### src/rtl/env_monitor.sv
// env_monitor: validates DHT11 readings, keeps 4-sample moving averages,
// classifies temperature/humidity into comfort bands with hysteresis.
module env_monitor #(
  parameter int TEMP_HOT     = 30,
  parameter int TEMP_COLD    = 18,
  parameter int HUM_WET      = 70,
  parameter int HUM_DRY      = 30,
  parameter int HYST         = 1,
  parameter int TEMP_MAX     = 60,
  parameter int HUM_MAX      = 100,
  parameter int STALE_CYCLES = 375_000_000
) (
  input  logic        clk,
  input  logic        rst,
  input  logic        valid_in,
  input  logic [15:0] hum_in,
  input  logic [15:0] temp_in,
  output logic [7:0]  temp_avg,
  output logic [7:0]  hum_avg,
  output logic [1:0]  temp_state,
  output logic [1:0]  hum_state,
  output logic        stale,
  output logic        update,
  output logic        err_range
);

  localparam int CW = $clog2(STALE_CYCLES + 1);

  typedef enum logic [1:0] {
    S_IDLE, S_CHECK, S_WRITE, S_CLASSIFY
  } state_t;

  state_t r_state, w_next;

  logic          r_valid_q;
  logic [7:0]    r_t, r_h;
  logic [7:0]    r_tring [4];
  logic [7:0]    r_hring [4];
  logic [1:0]    r_ptr;
  logic [9:0]    r_tsum, r_hsum;
  logic          r_fill;
  logic [CW-1:0] r_cnt;

  logic          w_rise;
  logic          w_bad;
  logic [9:0]    w_tsum, w_hsum;
  logic          w_unused;

  assign w_rise   = valid_in & ~r_valid_q;
  assign w_unused = ^{hum_in[7:0], temp_in[7:0]};

  function automatic logic [1:0] band(
    input logic [1:0] s,
    input logic [7:0] a,
    input int         hi,
    input int         lo
  );
    logic [1:0] n;
    int         v;
    v = int'(a);
    n = s;
    case (s)
      2'b00: begin
        if (v >= hi)      n = 2'b10;
        else if (v <= lo) n = 2'b01;
      end
      2'b10: begin
        if (v <= lo)             n = 2'b01;
        else if (v <= hi - HYST) n = 2'b00;
      end
      2'b01: begin
        if (v >= hi)             n = 2'b10;
        else if (v >= lo + HYST) n = 2'b00;
      end
      default: n = 2'b00;
    endcase
    return n;
  endfunction

  always_comb begin
    w_bad = (int'(r_t) > TEMP_MAX) || (int'(r_h) > HUM_MAX);
    // First sample after reset/stale preloads the whole window
    if (r_fill) begin
      w_tsum = r_tsum - {2'b00, r_tring[r_ptr]} + {2'b00, r_t};
      w_hsum = r_hsum - {2'b00, r_hring[r_ptr]} + {2'b00, r_h};
    end else begin
      w_tsum = {r_t, 2'b00};
      w_hsum = {r_h, 2'b00};
    end
  end

  always_comb begin
    w_next = r_state;
    case (r_state)
      S_IDLE:     if (w_rise) w_next = S_CHECK;
      S_CHECK:    w_next = w_bad ? S_IDLE : S_WRITE;
      S_WRITE:    w_next = S_CLASSIFY;
      S_CLASSIFY: w_next = S_IDLE;
      default:    w_next = S_IDLE;
    endcase
  end

  always_ff @(posedge clk) begin
    if (rst) r_state <= S_IDLE;
    else     r_state <= w_next;
  end

  always_ff @(posedge clk) begin
    if (rst) begin
      r_valid_q  <= 1'b0;
      r_t        <= '0;
      r_h        <= '0;
      r_ptr      <= '0;
      r_tsum     <= '0;
      r_hsum     <= '0;
      r_fill     <= 1'b0;
      r_cnt      <= '0;
      temp_avg   <= '0;
      hum_avg    <= '0;
      temp_state <= 2'b00;
      hum_state  <= 2'b00;
      stale      <= 1'b1;
      update     <= 1'b0;
      err_range  <= 1'b0;
      for (int i = 0; i < 4; i++) begin
        r_tring[i] <= '0;
        r_hring[i] <= '0;
      end
    end else begin
      r_valid_q <= valid_in;
      update    <= 1'b0;
      err_range <= 1'b0;

      if (r_state == S_IDLE && w_rise) begin
        r_t <= temp_in[15:8];
        r_h <= hum_in[15:8];
      end

      if (r_state == S_CHECK && w_bad) err_range <= 1'b1;

      if (r_state == S_WRITE) begin
        r_cnt <= '0;
        stale <= 1'b0;
      end else if (r_cnt != CW'(STALE_CYCLES)) begin
        r_cnt <= r_cnt + 1'b1;
        if (r_cnt == CW'(STALE_CYCLES - 1)) begin
          stale  <= 1'b1;
          r_fill <= 1'b0;
        end
      end

      // Averages and bands are registered straight from the new sums
      if (r_state == S_WRITE) begin
        if (r_fill) begin
          r_tring[r_ptr] <= r_t;
          r_hring[r_ptr] <= r_h;
          r_ptr          <= r_ptr + 2'd1;
        end else begin
          for (int i = 0; i < 4; i++) begin
            r_tring[i] <= r_t;
            r_hring[i] <= r_h;
          end
        end
        r_tsum     <= w_tsum;
        r_hsum     <= w_hsum;
        r_fill     <= 1'b1;
        temp_avg   <= w_tsum[9:2];
        hum_avg    <= w_hsum[9:2];
        temp_state <= band(temp_state, w_tsum[9:2], TEMP_HOT, TEMP_COLD);
        hum_state  <= band(hum_state, w_hsum[9:2], HUM_WET, HUM_DRY);
        update     <= 1'b1;
      end
    end
  end

endmodule

### config.mk
export PLATFORM = sky130hd
export DESIGN_NAME = env_monitor
export DESIGN_NICKNAME = d
export VERILOG_FILES = /design/src/rtl/env_monitor.sv
export SDC_FILE = /design/constraint.sdc
export NUM_CORES = 1
export LEC_CHECK = 0
export ABC_AREA = 0
export CAP_MARGIN = 15
export CORE_UTILIZATION = 50
export CTS_CLUSTER_DIAMETER = 40
export CTS_CLUSTER_SIZE = 24
export DETAILED_ROUTE_END_ITERATION = 16
export HOLD_SLACK_MARGIN = 0.12
export MAX_ROUTING_LAYER = met4
export PLACE_DENSITY = 0.7
export SLEW_MARGIN = 5
export SYNTH_ARGS = -nofsm -noshare
export SYNTH_HDL_FRONTEND = slang
export SYNTH_SLANG_ARGS = --single-unit
export TNS_END_PERCENT = 10
### constraint.sdc
create_clock -name clk -period 7.7 [get_ports clk]
set_clock_uncertainty 0.05 [all_clocks]
set_input_delay 1.54 -clock clk [delete_from_list [all_inputs] [get_ports clk]]
set_output_delay 1.54 -clock clk [all_outputs]
set_load 0.005 [all_outputs]
==> results.toml <==
[logic_synthesis]
synth.net_count = 863
synth_area_sq_um = 7775
number_of_enable_type_register_cells_in_the_synthesized_netlist = 64
synth_seq_area_share = 0.4532
synth-async-reset-ratio = 0
synthesis.yosys.warnings = 0
synth.lib_cells_used.distinct = 64
ys_dominant_reg_cell = "sky130_fd_sc_hd__dfxtp_1"
synth_seq_cells = 144
netlist_instances = 786
synthesis.area_per_instance_sq_um = 9.892

[power]
finalPower_mw = 2.160
ir_worst_vdd_mv = 0.1602
powerDensity_nw_per_um2 = 243.9
power.static_leakage_nw = 3.576

[detailed_routing]
drt-total-wl_mm = 17.99
route.detailed.vias_per_inst = 5.805
ant_nets = 0
detailedRoute.firstPassIterationCount = 7
detailroute.via_count = 5799
wl_per_cell_um = 18.01
first_iter_violations = 389
drt_drc_violations_left = 0

[placed_design]
placed_cells = 967
dpl.hpwl_mm = 12.13
final_gp_congestion = 0.8511
placement.io_buffers = 41

[clocking]
cts_made_buffers = 17
ctsRootBufferMaster = "sky130_fd_sc_hd__clkbuf_16"
clkLatencyLatePin_ns = 0.42
holdBufCountCts = 0
postCtsResizedCells = 0
clk_pin_slew_ns = 0.06
post_cts.repair.setup_buffers = 0
cts_num_sinks = 144
htree_num_levels = 4
clock_tree_from_tritoncts = "built"
ctsLongestPathBuffers = 2

[global_routing]
grt_overflow_total = 0
initial_antenna_violation_count = 0
maximum_number_of_pins_on_one_net_before_global_route_repair = 69
grt_use_total = 0.2443
wire_length_of_the_first_global_routing_pass_mm = 29.12
first_global_vias = 5790

[worst_setup_path]
critical_path.max_fanout = 16
criticalPathCategory = "flip-flop to flip-flop"
arrival_ns = 4.33
ff_to_ff_setup_slack_ns = 3.68
crit_required_ns = 8.01
worst_setup_path_end_kind = "flip-flop"
start_kind = "flip-flop"

[timing]
fin_crit_ns = 4.018
unrepaired_setup_endpoints_after_global_routing = "no"
report.final.slew_viol_count = 0
final.period_utilization = 0.5218
worst_slew_pin_slew_ns = 0.9906
fmax_ghz = 0.2489
timing.setup.tns_ns = 0
final-setup-viol-count = 0
timing.final.hold_violations = 0
slew_headroom = 0.3396

[layout]
nFillCells = 1299
post-route-util = 0.5826
instances_no_fill = 999
finish.net_count = 875
area.growth.synth_to_final_pct = 13.92
share_of_layout_cells_above_drive_strength_1 = 0.08261
antennaDiodeCount = 0

[die]
die_height_um = 126.7
die_area_sq_um = 16050
fp.dieW_um = 126.7
total_i_o_pin_count = 58
rows = 45
initial_core_util = 0.5114
area_of_the_placeable_core_sq_um = 15200

[worst_hold_path]
worstHoldPathType = "flip-flop to flip-flop"

[run_status]
outcome = "finished clean"

[flow_run]
cap_violations = 0
sequential cells by signal, indices dropped and copies added, names as in the netlist, 2 cells and up, named ones only:
signal,count
r_h,8
temp_state,2
r_t,8
hum_state,2
r_cnt,29
r_hsum,2
r_tsum,2
r_tring,32
r_hring,32
hum_avg,8
r_ptr,2
temp_avg,8
layer usage:
layer,routed length [um],share of wire,track usage,vias to the layer above
met5,0,0,-,-
met4,308,0.017,0.08053,0
met3,747,0.042,0.04471,23
met2,9141,0.51,0.4192,138
met1,7795,0.43,0.2907,2843
li1,-,-,-,2795
final timing paths:
path	from	to	cells after the start
max	flip-flop	temp_state[0]	10
min	r_tsum[0]	r_tsum[0]	2
max reg2reg	flip-flop	temp_state[0]	10
min reg2reg	r_tsum[0]	r_tsum[0]	2
logic make-up after synthesis:
kind of cell               share of synthesized area
and+or+nand+nor                               0.1886
muxes                                        0.05278
AOI/OAI and AO/OA                             0.1099
buffers and inverters                        0.07193
DFF                                           0.4532
adders and majority gates                    0.08304
xor gates and xnor gates                     0.04055
metrics by stage:
| stage | hold slack, ns | instance area (sq um) | setup WS (ns) |
|---|---|---|---|
| 2_1_floorplan | 0.3819 | 7775 | 3.862 |
| 3_3_place_gp | 0.3894 | 8207 | 3.722 |
| 3_5_place_dp | 0.4029 | 8207 | 3.735 |
| 4_1_cts | 0.4116 | 8857 | 3.690 |
| 5_1_grt | 0.4432 | 8857 | 3.460 |
| 6_report | 0.4155 | 8857 | 3.682 |
worst max-delay path, stage by stage, from the launching register on:
cell                      delay, ns
sky130_fd_sc_hd__dfxtp_1       0.88
sky130_fd_sc_hd__mux4_2        0.46
sky130_fd_sc_hd__fa_1          0.51
sky130_fd_sc_hd__inv_1         0.04
sky130_fd_sc_hd__ha_1          0.40
sky130_fd_sc_hd__nand3_1       0.12
sky130_fd_sc_hd__o22ai_1       0.33
sky130_fd_sc_hd__nor3_1        0.10
sky130_fd_sc_hd__a211o_1       0.32
sky130_fd_sc_hd__o41ai_1       0.51
sky130_fd_sc_hd__a32o_1        0.24
area by class of cell:
type,instances,area [sq um],share of cell area
clock inverter,15,225.2,0.02543
clock buffer,17,425.4,0.04803
inverter,77,289.0,0.03263
multi-input combinational,510,3701,0.4179
tap,188,235.2,0.02656
timing repair buffer,48,457.9,0.05170
sequential,144,3523,0.3978
report_power, final:
group | switching, mW | internal [mW] | total [mW]
registers | 0.0321 | 0.842 | 0.874
clock network | 0.352 | 0.556 | 0.907
logic | 0.223 | 0.156 | 0.379
cell usage in the layout (no fill, tap or decap), drive strengths merged, types with 7 or more instances in the layout:
| cell type | instances |
|---|---|
| inv | 84 |
| dfxtp | 80 |
| and3 | 71 |
| nand2 | 70 |
| edfxtp | 64 |
| nor2 | 58 |
| a21oi | 43 |
| clkdlybuf4s50 | 40 |
| ha | 26 |
| nand3 | 24 |
| xor2 | 23 |
| clkbuf | 17 |
| mux4 | 16 |
| fa | 16 |
| a211oi | 15 |
| o21ai | 14 |
| xnor2 | 13 |
| nand2b | 11 |
| nand4 | 11 |
| nor3 | 8 |
| buf | 8 |
| a21o | 7 |
| nor4 | 7 |
cell usage after synthesis, types with 5 or more instances:
library cell / n / area (sq um)
sky130_fd_sc_hd__edfxtp_1: 64 / 1922
sky130_fd_sc_hd__a21o_1: 7 / 52.55
sky130_fd_sc_hd__o31ai_1: 5 / 37.54
sky130_fd_sc_hd__fa_1: 16 / 320.3
sky130_fd_sc_hd__ha_1: 26 / 325.3
sky130_fd_sc_hd__xnor2_1: 13 / 113.9
sky130_fd_sc_hd__nor3_1: 8 / 40.04
sky130_fd_sc_hd__nand2b_1: 11 / 68.82
sky130_fd_sc_hd__nor4_1: 5 / 31.28
sky130_fd_sc_hd__buf_4: 16 / 120.1
sky130_fd_sc_hd__mux2i_1: 5 / 50.05
sky130_fd_sc_hd__xor2_1: 23 / 201.4
sky130_fd_sc_hd__a211oi_1: 15 / 112.6
sky130_fd_sc_hd__a21oi_1: 43 / 215.2
sky130_fd_sc_hd__inv_1: 77 / 289.0
sky130_fd_sc_hd__and3_1: 71 / 444.2
sky130_fd_sc_hd__nand4_1: 11 / 68.82
sky130_fd_sc_hd__nor2_1: 58 / 217.7
sky130_fd_sc_hd__mux4_2: 16 / 360.4
sky130_fd_sc_hd__o21ai_0: 14 / 70.07
sky130_fd_sc_hd__clkbuf_1: 32 / 120.1
sky130_fd_sc_hd__dfxtp_1: 80 / 1602
sky130_fd_sc_hd__nand2_1: 70 / 262.8
sky130_fd_sc_hd__nand3_1: 24 / 120.1
No activity file was read; power rests on OpenSTA's default activity.
